**src/rtl/uart_tx_stream.sv**
```systemverilog
// rtl/uart_tx_stream.sv - parametrised UART transmitter with stream input FIFO
//
// Purpose: accepts characters on a valid/ready stream, buffers them in a
// circular FIFO and serialises them as start / data (LSB first) / optional
// parity / stop bits on tx. Frames run back to back while characters are
// queued, CTS is asserted and tx_enable is high.
//
// Ports:
//   clk        - clock, rising edge
//   rstn       - asynchronous active-low reset
//   s_valid    - producer offers s_data
//   s_ready    - FIFO not full
//   s_data     - character, LSB sent first
//   cts_n      - asynchronous clear-to-send, active-low
//   tx_enable  - gates the start of new frames
//   tx         - serial line, idle high, registered
//   tx_busy    - frame in progress
//   fifo_level - occupied FIFO entries
module uart_tx_stream #(
  parameter int DATA_WIDTH  = 8,
  parameter int FIFO_DEPTH  = 16,
  parameter int CLK_FREQ_HZ = 125000000,
  parameter int BAUDRATE    = 9600,
  parameter int PARITY      = 0,
  parameter int STOP_BITS   = 1
) (
  input  logic                          clk,
  input  logic                          rstn,
  input  logic                          s_valid,
  output logic                          s_ready,
  input  logic [DATA_WIDTH-1:0]         s_data,
  input  logic                          cts_n,
  input  logic                          tx_enable,
  output logic                          tx,
  output logic                          tx_busy,
  output logic [$clog2(FIFO_DEPTH):0]   fifo_level
);

  localparam int DIV = CLK_FREQ_HZ / BAUDRATE;
  localparam int AW  = $clog2(FIFO_DEPTH);
  localparam int LW  = AW + 1;
  localparam int BW  = $clog2(DIV);
  localparam int CW  = 4;

  typedef enum logic [2:0] {S_IDLE, S_START, S_DATA, S_PAR, S_STOP} state_e;

  logic [DATA_WIDTH-1:0] mem_q [FIFO_DEPTH];
  logic [AW-1:0]         wr_ptr_q, rd_ptr_q;
  logic [LW-1:0]         level_q, level_d;
  logic                  push, pop;
  logic                  cts_meta_q, cts_s_q;
  state_e                state_q, state_d;
  logic [BW-1:0]         baud_q, baud_d;
  logic [CW-1:0]         bit_q, bit_d;
  logic [DATA_WIDTH-1:0] shift_q, shift_d;
  logic                  par_q, par_d;
  logic                  tx_q, tx_d;
  logic                  eligible, bit_end;
  logic [DATA_WIDTH-1:0] head;

  assign s_ready    = (level_q != LW'(FIFO_DEPTH));
  assign push       = s_valid && s_ready;
  assign head       = mem_q[rd_ptr_q];
  assign fifo_level = level_q;
  assign tx         = tx_q;
  assign tx_busy    = (state_q != S_IDLE);
  assign eligible   = (level_q != '0) && !cts_s_q && tx_enable;
  assign bit_end    = (baud_q == BW'(DIV - 1));

  // Storage needs no reset: pointers and level define which entries are live.
  always_ff @(posedge clk) begin
    if (push) begin
      mem_q[wr_ptr_q] <= s_data;
    end
  end

  always_comb begin
    level_d = level_q;
    case ({push, pop})
      2'b10:   level_d = level_q + LW'(1);
      2'b01:   level_d = level_q - LW'(1);
      default: level_d = level_q;
    endcase
  end

  always_comb begin
    state_d = state_q;
    baud_d  = baud_q + BW'(1);
    bit_d   = bit_q;
    shift_d = shift_q;
    par_d   = par_q;
    pop     = 1'b0;
    case (state_q)
      S_IDLE: begin
        baud_d = '0;
        if (eligible) begin
          pop     = 1'b1;
          state_d = S_START;
          shift_d = head;
          par_d   = (^head) ^ (PARITY == 2);
        end
      end
      S_START: begin
        if (bit_end) begin
          baud_d  = '0;
          bit_d   = '0;
          state_d = S_DATA;
        end
      end
      S_DATA: begin
        if (bit_end) begin
          baud_d  = '0;
          shift_d = shift_q >> 1;
          if (bit_q == CW'(DATA_WIDTH - 1)) begin
            bit_d   = '0;
            state_d = (PARITY != 0) ? S_PAR : S_STOP;
          end else begin
            bit_d = bit_q + CW'(1);
          end
        end
      end
      S_PAR: begin
        if (bit_end) begin
          baud_d  = '0;
          bit_d   = '0;
          state_d = S_STOP;
        end
      end
      S_STOP: begin
        if (bit_end) begin
          baud_d = '0;
          if (bit_q == CW'(STOP_BITS - 1)) begin
            bit_d = '0;
            // Chain straight into the next start bit so there is no idle gap.
            if (eligible) begin
              pop     = 1'b1;
              state_d = S_START;
              shift_d = head;
              par_d   = (^head) ^ (PARITY == 2);
            end else begin
              state_d = S_IDLE;
            end
          end else begin
            bit_d = bit_q + CW'(1);
          end
        end
      end
      default: state_d = S_IDLE;
    endcase

    // tx is registered from next-state values so the line changes in the
    // same cycle the state does.
    case (state_d)
      S_START: tx_d = 1'b0;
      S_DATA:  tx_d = shift_d[0];
      S_PAR:   tx_d = par_d;
      default: tx_d = 1'b1;
    endcase
  end

  always_ff @(posedge clk or negedge rstn) begin
    if (!rstn) begin
      wr_ptr_q   <= '0;
      rd_ptr_q   <= '0;
      level_q    <= '0;
      cts_meta_q <= 1'b1;
      cts_s_q    <= 1'b1;
      state_q    <= S_IDLE;
      baud_q     <= '0;
      bit_q      <= '0;
      shift_q    <= '0;
      par_q      <= 1'b0;
      tx_q       <= 1'b1;
    end else begin
      if (push) begin
        wr_ptr_q <= wr_ptr_q + AW'(1);
      end
      if (pop) begin
        rd_ptr_q <= rd_ptr_q + AW'(1);
      end
      level_q    <= level_d;
      cts_meta_q <= cts_n;
      cts_s_q    <= cts_meta_q;
      state_q    <= state_d;
      baud_q     <= baud_d;
      bit_q      <= bit_d;
      shift_q    <= shift_d;
      par_q      <= par_d;
      tx_q       <= tx_d;
    end
  end

endmodule
```
**config.mk**
```make
export PLATFORM = sky130hd
export DESIGN_NAME = uart_tx_stream
export DESIGN_NICKNAME = d
export VERILOG_FILES = /design/src/rtl/uart_tx_stream.sv
export SDC_FILE = /design/constraint.sdc
export NUM_CORES = 1
export LEC_CHECK = 0
export BUFFER_PORTS_ARGS = -buffer_cell sky130_fd_sc_hd__buf_2
export CORE_ASPECT_RATIO = 0.9
export CORE_MARGIN = 4
export CORE_UTILIZATION = 35
export DETAILED_ROUTE_END_ITERATION = 16
export PLACE_DENSITY = 0.61
export SETUP_SLACK_MARGIN = 0.1
export SLEW_MARGIN = 30
export SYNTH_ARGS = -nofsm -noshare
export SYNTH_HDL_FRONTEND = slang
export SYNTH_SLANG_ARGS = --single-unit
```
**constraint.sdc**
```tcl
create_clock -name clk -period 3.2 [get_ports clk]
set_input_delay 0.48 -clock clk [delete_from_list [all_inputs] [get_ports clk]]
set_output_delay 0.48 -clock clk [all_outputs]
set_load 0.005 [all_outputs]
```
# Word level (Yosys, flattened, before mapping)
# Memories as Yosys holds them, arrays and structs flattened.
# Index checks and enable logic that the tools add are counted.
# totals
reg_bits	46
out_inout_bits	8
n_memories	1
ramBits	128
# classes
n_eq_ne	16
mux	34
add_sub_neg	6
n_reduce_logical	16
# memory_table
name	words	word_bits	read_ports	rd_ports_with_merged_regs	write_ports	line_no	source
mem_q	16	8	1	0	1	47	logic [DATA_WIDTH-1:0] mem_q [FIFO_DEPTH];
# op_table
cell	count
$mux W8	4
$pmux W14 S2	1
$pmux W8 S3	1
$mux W3	7
$mux W4	5
$pmux W3 S5	1
$add A14 B1 Y14 const B	1
$eq A14 B14 Y1 const B	1
$mux W14	1
$add A4 B1 Y4 const B	3
$eq A3 B2 Y1 const B	4
$pmux W4 S3	1
$pmux W5 S2	1
$mux W1	9
$reduce_bool A3 Y1	3
$reduce_and A4 Y1	2
$reduce_xor A8 Y1	1
$eq A3 B1 Y1 const B	2
$ne A2 B2 Y1 const B	3
$add A5 B1 Y5 const B	1
$ne A5 B5 Y1 const B	1
$reduce_bool A5 Y1	1
$sub A5 B1 Y5 const B	1
$eq A4 B3 Y1 const B	1
13 further kinds	16

# Logic depth before layout (Yosys ltp)
# Gate-level depths: netlist of run 1.
# depth
word_depth	9
ltp_mapped	15

# Worst setup path after synthesis of run 1
# Ideal clock, no wire load.
# synth_path
path_kind	reg-to-reg
start	register baud_q[0]
end	register level_q[4] (netlist: fifo_level[4])
stages_incl_launch_ff	16
t_arrival_ps	2882
slack_ps	196
setup_time_ps	123
cell_sequence	dfrtp_1 -> ha_1 -> nor4bb_1 -> and4_1 -> nand2_1 -> a21oi_2 -> buf_4 -> ha_1 -> inv_1 -> fa_1 -> inv_1 -> a21o_1 -> a21oi_1 -> xnor2_1 -> nor2_1 -> xnor2_1
# synth_via
elab_chain_len	5
word_cells_on_any_way	7
# synth_lines
element	line_no	source
start, declared	53	logic [BW-1:0] baud_q, baud_d;
start signal, assigned	185	baud_q <= baud_d;
$eq A14 B14 Y1 (*)	68	assign bit_end = (baud_q == BW'(DIV - 1));
$mux W1 (*)	130	if (bit_end) begin
$pmux W1 S2 (*)	93	case (state_q)
named net pop	50	logic push, pop;
$eq A2 B1 Y1 / $eq A2 B2 Y1 (equally long branches)	79	case ({push, pop})
$pmux W5 S2 / $reduce_bool A2 Y1 (equally long branches)	n/a	
end signal, assigned	181	level_q <= level_d;
end, declared	49	logic [LW-1:0] level_q, level_d;
# The timed path passes the listed nets; every way through them passes the cells marked *.
# A chain may end at the register's enable or synchronous reset.

# Worst setup path after layout of run 1
# layout_path
start	register baud_q[0]
end	register level_q[4] (netlist: fifo_level[4])
# layout_via
elab_chain_len	5
word_cells_on_any_way	7
# layout_lines
element	line_no
$eq A14 B14 Y1 (*)	68
$mux W1 (*)	130
$pmux W1 S2 (*)	93
$eq A2 B1 Y1 / $eq A2 B2 Y1 (equally long branches)	79
$pmux W5 S2 / $reduce_bool A2 Y1 (equally long branches)	n/a
# Every way passes the cells marked *; elsewhere a longest branch is shown, timed or not.

==> flow_summary.toml, run 1 <==
[run_status]
status = "finished, final reports clean"

[floorplan]
rows = 50
initial_core_util_pct = 35.6
die_h_um = 146
pin_count = 21
die_w_um = 161
die_area_sq_um = 23500
core_area_sq_um = 20800

[logic_synthesis]
ys_ff_latch = 174
syn_area_sq_um = 7400
synthTopCellsByArea = "edfxtp_1 52%, dfrtp_1 15%, mux4_2 5.8%, mux4_1 4.6%, a22oi_1 2.4%"
synthDominantCellAreaShare_pct = 52.0
ys_top_cells_by_count = "128 x edfxtp_1, 43 x dfrtp_1, 37 x nand2_1"
synth_edf_count = 128
synth.most_common_cell = "edfxtp_1"
synth_cell_types = 47
synth.avg_cell_area_sq_um = 15.7
syn-num-nets = 496
async_reset_ff_share_pct = 26.4
seq_area_frac_synth_pct = 67.6
synthCells = 470
yosysTopAreaCell = "edfxtp_1"
synth_ff_type = "edfxtp_1"
synth-warning-count = 0

[critical_path]
start_kind = "flop"
cp-end-kind = "flop"
r2r_end = "fifo_level[4]"
r2r_cells = 14
cp-startpoint = "baud_q[0]"
crit_type = "flop to flop"
reg2reg_slack_ps = 290
crit_required_ps = 3510
r2r_start = "baud_q[0]"
crit_fanout = 5
critPathArrivalTime_ps = 3220

[timing]
finalCritPeriodShare_pct = 91.1
slew_headroom_pct = 45.4
worstMarginPinSlew_ps = 816
fmax_mhz = 343
hold_viol_final = 0
finClkSkew_ps = 19.5
finalSetupViolations = 0
setup_tns_ps = 0
period_needed_ps = 2910
rsz0062_at_grt = "false"
final_max_slew_viol_count = 0
holdWs_ps = 42.1

[power_and_ir_drop]
peakVddDrop_uv = 468
power_density_nw_per_um2 = 844
p_int_uw = 4840
seqPwrFrac_pct = 42.6
p_switching_uw = 2270
p_sw_share_pct = 31.9
p_comb_share_pct = 29.0
clkPwrFrac_pct = 28.4
leakagePower_uw = 0.00305

[finish]
fin_nets = 526
nFillCells = 1940
n_antenna_cell = 0
post-route-util_pct = 40.6
area_growth_pct = 13.9
drive_gt1_share_pct = 18.1

[cts]
clock_tree.root_cell = "clkbuf_16"
clk_latency_ps = 430
ctsHoldBuffers = 0
cts_tree = "yes"
clk_pin_slew_worst_paths_ps = 70
clock-sinks = 174
postCtsSetupRepairBufs = 0
cts_buffers = 17
htreeDepth = 4
cts_max_path_buffers = 2

[global_routing]
grt_max_degree = 47
track_usage_pct = 12.9
grt_pass1_wl_mm = 23.3
grt_pass1_vias = 4136
grt_overflow_total = 0
antenna_found_initial = 0

[placement]
hpwl_mm = 9.46
gp_congestion = 0.754
port_buffers = 20

[drt]
routed_wl_mm = 14.7
dr_total_vias = 4053
wl_per_cell_um = 18.4
drt_first_pass_iters = 4
via_per_inst = 5.07
antenna_left = 0
drc = 0
first_iter_violations = 342

[flow_run]
maxCapViolations = 0

[hold_path]
hp-class = "primary input to asynchronous set/reset pin"
-- sequential cells by signal (all words and copies together), names as in the netlist --
register / flops
state_q: 3
mem_q: 128
par_q: 1
cts_meta_q: 1
tx: 1
rd_ptr_q: 4
shift_q: 8
fifo_level: 5
wr_ptr_q: 4
cts_s_q: 1
baud_q: 14
bit_q: 4
-- layer usage --
metal  up-vias  global-route usage [%]  share of wire, %
li1       1852                       -                 -
met1      2097                    18.2                46
met2        89                    20.2                49
met3        15                    2.44               4.2
met4         0                    4.39               1.3
met5         -                       0                 0
-- worst max-delay path, stage by stage (launching register included) --
cell and delay [ps]:
dfrtp_1 400, ha_2 240, nor4bb_2 250, and4_1 270
nand2_2 100, a21oi_2 190, ha_2 240, inv_1 90
fa_1 400, inv_1 70, a21o_1 100, a21oi_1 70
xnor2_1 170, nor2_1 70, xnor2_1 120
-- layout make-up --
cell class	instances	area (sq um)	share of cell area [%]
timing repair buffer	32	205	2.44
tap	286	358	4.25
clock buffer	18	429	5.09
inverter	15	56.3	0.668
clock inverter	14	153	1.81
multi-input combinational	260	2220	26.4
sequential	174	5000	59.3
-- cell usage in the layout (no fill, tap or decap), types with 8 or more instances in the layout --
cell | Yosys | final
nand2_1 | 37 | 36
buf_4 | 3 | 12
inv_1 | 15 | 15
nand3_1 | 12 | 12
ha_1 | 12 | 10
a21oi_1 | 8 | 8
xnor2_1 | 17 | 17
nor2_1 | 34 | 34
o21ai_0 | 20 | 20
edfxtp_1 | 128 | 128
mux4_1 | 13 | 13
mux4_2 | 19 | 19
dfrtp_1 | 43 | 42
clkbuf_16 | 0 | 17
a22oi_1 | 24 | 24
xor2_1 | 12 | 12
buf_2 | 2 | 19
-- power by group through the flow --
stage               registers (uW)  logic, uW  clock network (uW)
finish                        3030       2060                2020
global route                  3070       2260                2170
CTS                           3030       2080                2070
detailed placement            3070       2070                   0
global placement              3050       2030                   0
floorplan                     2940       1630                   0
-- how the worst max path moves through the flow --
| stage | end | slack (ps) | cells past startpoint |
|---|---|---|---|
| global route | fifo_level[4] | 110 | 14 |
| finish | fifo_level[4] | 290 | 14 |
| CTS | fifo_level[4] | 120 | 14 |
| global placement | fifo_level[4] | 280 | 14 |
| floorplan | fifo_level[4] | 200 | 15 |
| detailed placement | fifo_level[4] | 130 | 14 |
-- logic make-up (layout without fill, tap and decap cells) --
family / Yosys count / count (layout) / synth area share [%]
xor+xnor: 29 / 29 / 3.43
fa+ha+maj: 14 / 14 / 2.44
simple gates: 118 / 118 / 7.53
buf+inv: 36 / 79 / 2.57
flops: 174 / 174 / 67.6
mux: 36 / 36 / 11.0
compound gates: 63 / 63 / 5.50
-- per-stage QoR --
step | cell area [sq um] | std cells | power, uW | setup WS (ps)
2_1_floorplan | 7400 | 470 | 4580 | 196
3_3_place_gp | 7830 | 767 | 5080 | 276
3_5_place_dp | 7830 | 767 | 5150 | 133
4_1_cts | 8410 | 799 | 7180 | 122
5_1_grt | 8420 | 799 | 7500 | 113
6_report | 8420 | 799 | 7110 | 286
-- what timing repair did --
action,4_1_cts,5_1_grt
setup endpoints to repair,0,1
gates resized for setup,0,4
hold endpoints to repair,0,0
No activity file was read; power rests on OpenSTA's default activity.
==> inputs of run 2 (changes only) <==
--- a/config.mk
+++ b/config.mk
@@ -10,7 +10,9 @@
 export CORE_MARGIN = 4
 export CORE_UTILIZATION = 35
 export DETAILED_ROUTE_END_ITERATION = 16
+export MAX_ROUTING_LAYER = met4
 export PLACE_DENSITY = 0.61
+export REMOVE_ABC_BUFFERS = 1
 export SETUP_SLACK_MARGIN = 0.1
 export SLEW_MARGIN = 30
 export SYNTH_ARGS = -nofsm -noshare
==> flow_summary.toml, run 2 (synthesis results as in run 1) <==
[timing]
worst_slack_ps = 310
finalCritPeriodShare_pct = 90.3
period_needed_ps = 2890
finClkSkew_ps = 23.7
fmax_mhz = 346
slew_headroom_pct = 52.1
final_max_slew_viol_count = 0
finalSetupViolations = 0
worstMarginPinSlew_ps = 716
setup_tns_ps = 0
holdWs_ps = 62.7
hold_viol_final = 0
rsz0062_at_grt = "false"

[critical_path]
cp-end-kind = "flop"
start_kind = "flop"
crit_path_top_delay_cell = "dfrtp_1"
critPathTopFamily = "adder cells"
crit_type = "flop to flop"
critPathArrivalTime_ps = 3230
path_buf_inv = 2
cp-startpoint = "baud_q[1]"
crit_path_cell_trace = "ha_2, nor4bb_4, and4_4, nand2_1, a21oi_2, ha_2, inv_1, fa_1, inv_1, a21o_1, a21oi_1, xnor2_1, nor2_1, xnor2_1"
crit_required_ps = 3540
r2r_start = "baud_q[1]"
crit_fanout = 5
cpPeakStageDelay_ps = 400

[cts]
htreeDepth = 4
ctsHoldBuffers = 0
clock_tree.root_cell = "clkbuf_16"
cts_max_path_buffers = 2
clk_pin_slew_worst_paths_ps = 70
clk_latency_ps = 440
clock-sinks = 174
cts_tree = "yes"
cts_buffers = 17

[global_routing]
grt_max_degree = 47
grt_pass1_wl_mm = 23.4
track_usage_pct = 13.3
antenna_found_initial = 0
grt_overflow_total = 0
grt_pass1_vias = 4228

[floorplan]
pin_count = 21
initial_core_util_pct = 35.6
die_h_um = 146
die_area_sq_um = 23500
die_w_um = 161
rows = 50
core_area_sq_um = 20800

[finish]
largest_reg_flops = 128
reg_top3 = "mem_q: 128 flops, baud_q: 14 flops, shift_q: 8 flops"
nFillCells = 1858
final_common_cell = "edfxtp_1"
fin_nets = 537
top_register = "mem_q"
layout_common_cells = "128 x edfxtp_1, 42 x dfrtp_1, 37 x nand2_1"
area_growth_pct = 15.6
drive_gt1_share_pct = 20.2
ff_latch_area_sq_um = 5000
post-route-util_pct = 41.2
n_antenna_cell = 0
multi_input_area_sq_um = 2240

[drt]
routed_wl_mm = 14.4
wl_per_cell_um = 17.8
drc = 0
drt_first_pass_iters = 5
via_per_inst = 5.09
first_iter_violations = 391
antenna_left = 0
dr_total_vias = 4125

[power_and_ir_drop]
leakagePower_uw = 0.00312
power_density_nw_per_um2 = 837
p_total_uw = 7160
peakVddDrop_uv = 426

[run_status]
status = "finished, final reports clean"

[hold_path]
hp-class = "primary input to asynchronous set/reset pin"

[placement]
dpl_worst_slack_ps = 47.2
port_buffers = 20
hpwl_mm = 9.45
gp_congestion = 0.866

[flow_run]
maxCapViolations = 0
[run 2: final cells by class]
type,instances,share of cell area (%)
Inverter,15,0.658
Multi-Input combinational cell,260,26.2
Clock inverter,15,2.02
Clock buffer,17,4.98
Timing Repair Buffer,43,3.51
Sequential cell,174,58.5
Tap cell,286,4.18
[run 2: what timing repair did]
action	in CTS	in global routing
pin swaps	0	2
setup buffers	0	2
gates resized for setup	2	5
setup endpoints to repair	1	2
[run 2: metrics by stage]
stage,cell area (sq um),std cells
6_report,8550,810
4_1_cts,8510,808
2_1_floorplan,7260,449
5_1_grt,8550,810
3_3_place_gp,7910,776
3_5_place_dp,7910,776
[run 2: power by group]
part	switching [uW]	total (uW)	internal [uW]
Sequential	239	3010	2770
Clock	938	2050	1120
Combinational	1080	2090	1010
Total	2260	7160	4900
[run 2: final timing paths]
path                                  to  slack, ps  cells past startpoint
max                        fifo_level[4]        310                     14
min                        fifo_level[0]         60                      1
max reg2reg                fifo_level[4]        310                     14
min reg2reg                      cts_s_q        360                      0
max in group asynchronous    rd_ptr_q[0]       2710                      1
min in group clk              cts_meta_q        160                      1
[run 2: metal layers]
metal	vias up	GRT usage (%)	share of wire [%]
met1	2128	17.8	46
met5	-	-	0
met3	9	3.20	3.9
met2	103	20.2	49
met4	0	3.92	0.74
li1	1885	-	-
==> inputs of run 3 (changes only) <==
--- a/config.mk
+++ b/config.mk
@@ -7,14 +7,13 @@
 export LEC_CHECK = 0
 export BUFFER_PORTS_ARGS = -buffer_cell sky130_fd_sc_hd__buf_2
 export CORE_ASPECT_RATIO = 0.9
-export CORE_MARGIN = 4
+export CORE_MARGIN = 2
 export CORE_UTILIZATION = 35
 export DETAILED_ROUTE_END_ITERATION = 16
 export MAX_ROUTING_LAYER = met4
 export PLACE_DENSITY = 0.61
 export REMOVE_ABC_BUFFERS = 1
 export SETUP_SLACK_MARGIN = 0.1
-export SLEW_MARGIN = 30
 export SYNTH_ARGS = -nofsm -noshare
 export SYNTH_HDL_FRONTEND = slang
 export SYNTH_SLANG_ARGS = --single-unit
==> flow_summary.toml, run 3 (synthesis results as in run 1) <==
[hold_path]
hp-class = "primary input to flop"

[timing]
worstMarginPinSlew_ps = 1020
finalCritPeriodShare_pct = 89.1
final_max_slew_viol_count = 0
finClkSkew_ps = 15.6
slew_headroom_pct = 31.9
period_needed_ps = 2850
setup_tns_ps = 0
hold_viol_final = 0
finalSetupViolations = 0
fmax_mhz = 351
rsz0062_at_grt = "false"
worst_slack_ps = 349

[placement]
port_buffers = 20
gp_congestion = 0.806
dpl_worst_slack_ps = 12.8
hpwl_mm = 9.24

[drt]
antenna_left = 0
dr_total_vias = 4027
drt_first_pass_iters = 5
routed_wl_mm = 13.8
via_per_inst = 4.98
wl_per_cell_um = 17.1
first_iter_violations = 269
drc = 0

[power_and_ir_drop]
power_density_nw_per_um2 = 828
p_total_uw = 7040
peakVddDrop_uv = 523
leakagePower_uw = 0.00308

[flow_run]
maxCapViolations = 0

[critical_path]
crit_fanout = 5
crit_path_top_delay_cell = "dfrtp_1"
path_buf_inv = 2
cp-end-kind = "flop"
critPathArrivalTime_ps = 3160
crit_path_cell_trace = "ha_2, nor4bb_4, and4_4, nand2_1, a21oi_2, ha_4, inv_1, fa_1, inv_1, a21o_1, a21oi_1, xnor2_1, nor2_1, xnor2_1"
critPathTopFamily = "adder cells"
cpPeakStageDelay_ps = 390
crit_required_ps = 3510
start_kind = "flop"
crit_type = "flop to flop"

[global_routing]
grt_pass1_wl_mm = 22.2
antenna_found_initial = 1
grt_max_degree = 47
track_usage_pct = 13.5
grt_pass1_vias = 4120
grt_overflow_total = 0

[finish]
nFillCells = 1881
fin_nets = 534
reg_top3 = "mem_q: 128 flops, baud_q: 14 flops, shift_q: 8 flops"
drive_gt1_share_pct = 19.8
area_growth_pct = 15.0
top_register = "mem_q"
layout_common_cells = "128 x edfxtp_1, 42 x dfrtp_1, 37 x nand2_1"
largest_reg_flops = 128
final_common_cell = "edfxtp_1"

[cts]
cts_max_path_buffers = 2
cts_tree = "yes"
htreeDepth = 4
clk_pin_slew_worst_paths_ps = 70
clk_latency_ps = 420
cts_buffers = 17
ctsHoldBuffers = 0
clock-sinks = 174
clock_tree.root_cell = "clkbuf_16"

[floorplan]
core_area_sq_um = 20800
die_h_um = 142
rows = 50
pin_count = 21
die_w_um = 157
initial_core_util_pct = 35.6
die_area_sq_um = 22300

[run_status]
status = "finished, final reports clean"
run 3: where the power goes:
part           total (uW)  switching (uW)  internal (uW)
combinational        2110            1100           1010
sequential           3010             236           2770
clock                1930             910           1020
total                7040            2240           4800
run 3: repair_timing:
| action | 4_1_cts | 5_1_grt |
|---|---|---|
| resized for setup | 3 | 6 |
| pin swaps | 0 | 2 |
| buffers inserted | 0 | 4 |
| endpoints found under the setup margin | 1 | 2 |
run 3: worst reg2reg max path: stages (launching register included):
cell	delay, ps
dfrtp_1	390
ha_2	240
nor4bb_4	230
and4_4	290
nand2_1	130
a21oi_2	240
ha_4	180
inv_1	70
fa_1	390
inv_1	70
a21o_1	100
a21oi_1	70
xnor2_1	150
nor2_1	70
xnor2_1	120
run 3: final cells by class:
class / instances / area, sq um / area share, %
Antenna cell: 1 / 2.50 / 0.0294
Clock buffer: 17 / 425 / 5.00
Clock inverter: 15 / 130 / 1.53
Inverter: 15 / 56.3 / 0.662
Multi-Input combinational cell: 260 / 2260 / 26.6
Sequential cell: 174 / 5000 / 58.8
Tap cell: 286 / 358 / 4.21
Timing Repair Buffer: 40 / 275 / 3.24
run 3: through the flow:
step | hold WS (ps) | std cells | area [sq um] | util (%)
final | 159 | 808 | 8510 | 41.0
after global routing | 136 | 808 | 8510 | 41.0
after floorplan | 184 | 449 | 7260 | -
after CTS | 140 | 803 | 8430 | 40.6
after detailed placement | 352 | 771 | 7870 | 37.9
after global placement | 348 | 771 | 7870 | 37.9
run 3: worst paths after layout:
path,depth (start not counted),start,slack (ps),to
worst max register to register,14,baud_q[0],350,fifo_level[4]
worst min register to register,0,cts_meta_q,360,cts_s_q
min in group asynchronous,1,rstn,240,fifo_level[1]
worst max-delay path,14,baud_q[0],350,fifo_level[4]
worst min-delay path,1,cts_n,160,cts_meta_q
max in group asynchronous,1,rstn,2250,rd_ptr_q[0]
run 3: metal layers:
| metal | wire (um) | GRT usage [%] |
|---|---|---|
| met5 | 0 | - |
| met4 | 132 | 3.97 |
| met3 | 742 | 3.23 |
| met2 | 6690 | 20.9 |
| met1 | 6240 | 17.8 |
